File: config.mk
export PLATFORM = sky130hd
export DESIGN_NAME = garage_ctrl_param
export DESIGN_NICKNAME = d
export VERILOG_FILES = /design/src/rtl/garage_ctrl_param.sv
export SDC_FILE = /design/constraint.sdc
export NUM_CORES = 1
export LEC_CHECK = 0
export CORE_ASPECT_RATIO = 0.6
export CORE_MARGIN = 5
export CORE_UTILIZATION = 25
export DETAILED_ROUTE_END_ITERATION = 16
export PLACE_DENSITY = 0.46
export SLEW_MARGIN = 20
export SYNTH_ARGS = -nofsm -noshare
export SYNTH_HDL_FRONTEND = slang
export SYNTH_SLANG_ARGS = --single-unit
File: constraint.sdc
create_clock -name Clk -period 2.6 [get_ports Clk]
set_input_delay 0.52 -clock Clk [delete_from_list [all_inputs] [get_ports Clk]]
set_output_delay 0.52 -clock Clk [all_outputs]
set_load 0.005 [all_outputs]
File: src/rtl/garage_ctrl_param.sv
// garage_ctrl_param: parametrised garage controller with timed entry/exit doors and occupancy tracking
//   Clk, Reset (async, active-high)
//   Car_entry_request / Car_exit_request : level requests from the gate sensors
//   Open_entry_door / Open_exit_door     : registered door actuator outputs
//   Garage_is_complete / Garage_is_empty : decoded from the registered Car_count
//   Entry_denied                         : registered, entry request blocked by a full garage
//   Car_count                            : current occupancy

module garage_door #(
    parameter int DOOR_OPEN_CYCLES = 4
) (
    input  logic clk,
    input  logic rst,
    input  logic grant,
    output logic door,
    output logic idle
);
    localparam int TW = $clog2(DOOR_OPEN_CYCLES + 1);
    localparam logic [TW-1:0] TLOAD = TW'(DOOR_OPEN_CYCLES);
    typedef enum logic [1:0] {IDLE, OPEN, CLOSING} state_t;
    state_t state, state_n;
    logic [TW-1:0] timer, timer_n;
    always_ff @(posedge clk or posedge rst) begin
        if (rst) begin
            state <= IDLE;
            timer <= '0;
            door  <= 1'b0;
        end else begin
            state <= state_n;
            timer <= timer_n;
            door  <= state_n == OPEN;
        end
    end
    // timer counts the remaining open cycles; leaving OPEN when it reaches 1 gives exactly DOOR_OPEN_CYCLES
    always_comb begin
        state_n = state;
        timer_n = timer;
        case (state)
            IDLE: begin
                state_n = grant ? OPEN : IDLE;
                timer_n = grant ? TLOAD : timer;
            end
            OPEN: begin
                state_n = timer == TW'(1) ? CLOSING : OPEN;
                timer_n = timer - TW'(1);
            end
            default: state_n = IDLE;
        endcase
    end
    assign idle = state == IDLE;
endmodule

module garage_ctrl_param #(
    parameter int CAPACITY         = 8,
    parameter int DOOR_OPEN_CYCLES = 4,
    localparam int CNT_W           = $clog2(CAPACITY + 1)
) (
    input  logic             Clk,
    input  logic             Reset,
    input  logic             Car_entry_request,
    input  logic             Car_exit_request,
    output logic             Open_entry_door,
    output logic             Open_exit_door,
    output logic             Garage_is_complete,
    output logic             Garage_is_empty,
    output logic             Entry_denied,
    output logic [CNT_W-1:0] Car_count
);
    localparam logic [CNT_W-1:0] CAP = CNT_W'(CAPACITY);
    logic entry_idle, exit_idle, entry_grant, exit_grant;
    // both grants use the pre-edge count, so at full only the exit can be granted
    assign entry_grant = entry_idle && Car_entry_request && Car_count < CAP;
    assign exit_grant  = exit_idle && Car_exit_request && Car_count != '0;
    garage_door #(.DOOR_OPEN_CYCLES(DOOR_OPEN_CYCLES)) u_entry (
        .clk(Clk), .rst(Reset), .grant(entry_grant), .door(Open_entry_door), .idle(entry_idle)
    );
    garage_door #(.DOOR_OPEN_CYCLES(DOOR_OPEN_CYCLES)) u_exit (
        .clk(Clk), .rst(Reset), .grant(exit_grant), .door(Open_exit_door), .idle(exit_idle)
    );
    always_ff @(posedge Clk or posedge Reset) begin
        if (Reset) begin
            Car_count    <= '0;
            Entry_denied <= 1'b0;
        end else begin
            Car_count    <= (entry_grant && !exit_grant) ? Car_count + CNT_W'(1) :
                            (exit_grant && !entry_grant) ? Car_count - CNT_W'(1) : Car_count;
            Entry_denied <= entry_idle && Car_entry_request && Car_count == CAP;
        end
    end
    assign Garage_is_complete = Car_count == CAP;
    assign Garage_is_empty    = Car_count == '0;
endmodule

==> impl_metrics.ini <==
[critical_path]
critPathArrivalTime_ps = 2610
cp-start-kind = input pin
end_kind = register
critical_path_class = input pin to register
crit_required_ps = 2720
crit_path_max_fanout = 4

[logic_synthesis]
synth_area_leaders = dfrtp_1 (47%), ha_1 (9.6%), inv_1 (3.3%)
ys_warn_count = 0
ys_types = 33
syn-num-nets = 94
synth_area_per_cell_sq_um = 11.1
yosysTopAreaCell = dfrtp_1
ys_seq_area_share_pct = 46.8
syn_area_sq_um = 908
yosysTopAreaCellShare_pct = 46.8
synthCells = 82
synth-seq-cells = 17

[die]
io_pins = 13
initial_core_util_pct = 25.3
num_rows = 17
die_area_sq_um = 4980
fp.dieH_um = 56.7
coreArea_sq_um = 3590
die_w_um = 87.8

[drt]
drtIter0Drc = 16
drtAntennaViolNets = 0
routedWlPerCell_um = 12.4
dr_total_vias = 667
drc_errors = 0
wirelength_um = 1880
drt_first_pass_iters = 4
viasPerCell = 4.39

[outcome]
status = complete, no violations

[finish]
diodes = 0
area_growth_pct = 32.5
fin_nets = 118
drive_gt1_share_pct = 16.2
fin_cells = 152
final_util_pct = 33.5
fin_area_sq_um = 1200

[hold_path]
min_path_type = register to register

[cts]
path_clk_slew_ps = 60
root_buffer = clkbuf_8
clock_latency_ps = 250
cts_max_level = 1
tritoncts = done
cts_setup_buffers = 0
clock_path_buffers = 2
cts_sinks = 17
cts_buffers = 3

[timing]
fmax_ghz = 0.402
setup_viol = 0
rsz0062_at_grt = no
hold_violations = 0
relSlewSlack_pct = 54.1
min_period_over_period_pct = 95.6
min_period_ps = 2490
tightest_slew_ps = 687
final_max_slew_viol_count = 0
skew_ps = 5.41
setup_slack_ps = 114

[power_and_ir_drop]
leakage_nw = 0.523
vdd_ir_drop_max_mv = 0.455
power_density_nw_per_um2 = 1240
p_total_mw = 1.49

[placement]
placedCellCount = 148
place_area_sq_um = 1140
portBuffers = 12
place_hpwl_um = 1380
place_ws_ps = -199
gp_congestion = 0.803

[global_routing]
grt_pass1_wl_um = 2970
antenna_found_initial = 0
grt.total_usage_pct = 7.85
grt_max_degree = 18
gr-total-overflow = 0
grt_pass1_vias = 639

[flow_run]
max_cap_viol_count = 0
[synth_stat cells]
cell type  count
dfrtp_1       17
inv_1          8
ha_1           7
nand3b_1       4
o21ai_0        4
or3_1          4
nand3_1        3
a211oi_1       2
a21oi_1        2
mux2i_1        2
nand2_1        2
nand2b_1       2
nor2b_1        2
nor3b_1        2
o21ai_1        2
xnor2_1        2
a211o_1        1
a21o_1         1
a2bb2oi_1      1
and3_1         1
buf_2          1
buf_6          1
fa_1           1
mux2_2         1
nor2_1         1
nor4_1         1
nor4b_1        1
o221ai_1       1
o22ai_1        1
o41ai_2        1
or4_1          1
or4b_1         1
xor2_1         1
[area by class of cell]
class                      instances  area (sq um)
timing repair buffer              21           188
inverter                           8          30.0
sequential                        17           425
tap                               47          58.8
multi-input combinational         55           457
clock buffer                       4          45.0
fill                             377          2390
[state kept, by name (all words and copies together) (netlist names)]
signal         cells
Car_count          4
u_exit.timer       3
u_exit.state       2
u_entry.timer      3
u_entry.door       1
u_exit.door        1
u_entry.state      2
Entry_denied       1
[final timing paths]
path	start	endpoint	slack, ps	cells after the start
max in group asynchronous	Reset	u_entry.door	1490	2
min reg2reg	u_entry.timer[0]	u_entry.timer[0]	510	1
min in group asynchronous	Reset	u_exit.timer[1]	670	2
min	u_entry.timer[0]	u_entry.timer[0]	510	1
max	Car_entry_request	Car_count[3]	110	9
max reg2reg	Car_count[3]	Car_count[3]	290	8
[power breakdown]
part           total [mW]  internal [mW]  leakage, nW  switching, mW
clock network       0.196          0.109       0.0228         0.0874
registers           0.511          0.386        0.203          0.125
logic               0.780          0.444        0.297          0.337
[layer usage]
layer  part of all wire, %  routed length (um)  global-route usage [%]
met1                    52                 977                    10.9
met2                    44                 823                    10.6
met3                   4.2                  79                    3.96
met4                     0                   0                    1.97
met5                     0                   0                       0
[critical path: stages]
cell             delay [ps]
clkdlybuf4s50_1         470
or4b_4                  460
inv_1                    70
ha_1                    160
inv_1                    90
ha_4                    180
or4_4                   470
nand3_1                  90
o221ai_1                100
[repair_timing]
item	CTS	global route
setup endpoints to repair	0	1
gates resized for setup	0	3
hold buffers	0	0
[through the flow]
| step | TNS [ps] | hold WS (ps) |
|---|---|---|
| 2_1_floorplan | 0 | 446 |
| 3_3_place_gp | -231 | 498 |
| 3_5_place_dp | -358 | 494 |
| 4_1_cts | 0 | 514 |
| 5_1_grt | 0 | 530 |
| 6_report | 0 | 512 |
[cell usage in the layout (no fill, tap or decap), types with 2 or more instances in the layout]
master	instances
a211oi_1	2
nand2_1	2
nor2b_1	2
inv_1	8
nand3_1	3
nand3b_1	4
clkdlybuf4s50_1	12
or3_1	4
nand2b_1	2
buf_4	9
mux2i_1	2
clkbuf_8	3
xnor2_1	2
ha_1	6
o21ai_0	4
dfrtp_1	17
o21ai_1	2
nor3b_1	2
a21oi_1	2
[kinds of logic after synthesis]
logic type	share of synthesized area, %
fa+ha+maj	11.8
buf+inv	5.10
xor+xnor	2.89
compound gates	12.3
simple gates	17.6
flops	46.8
mux	3.44
Power figures use the tool's default switching activity.
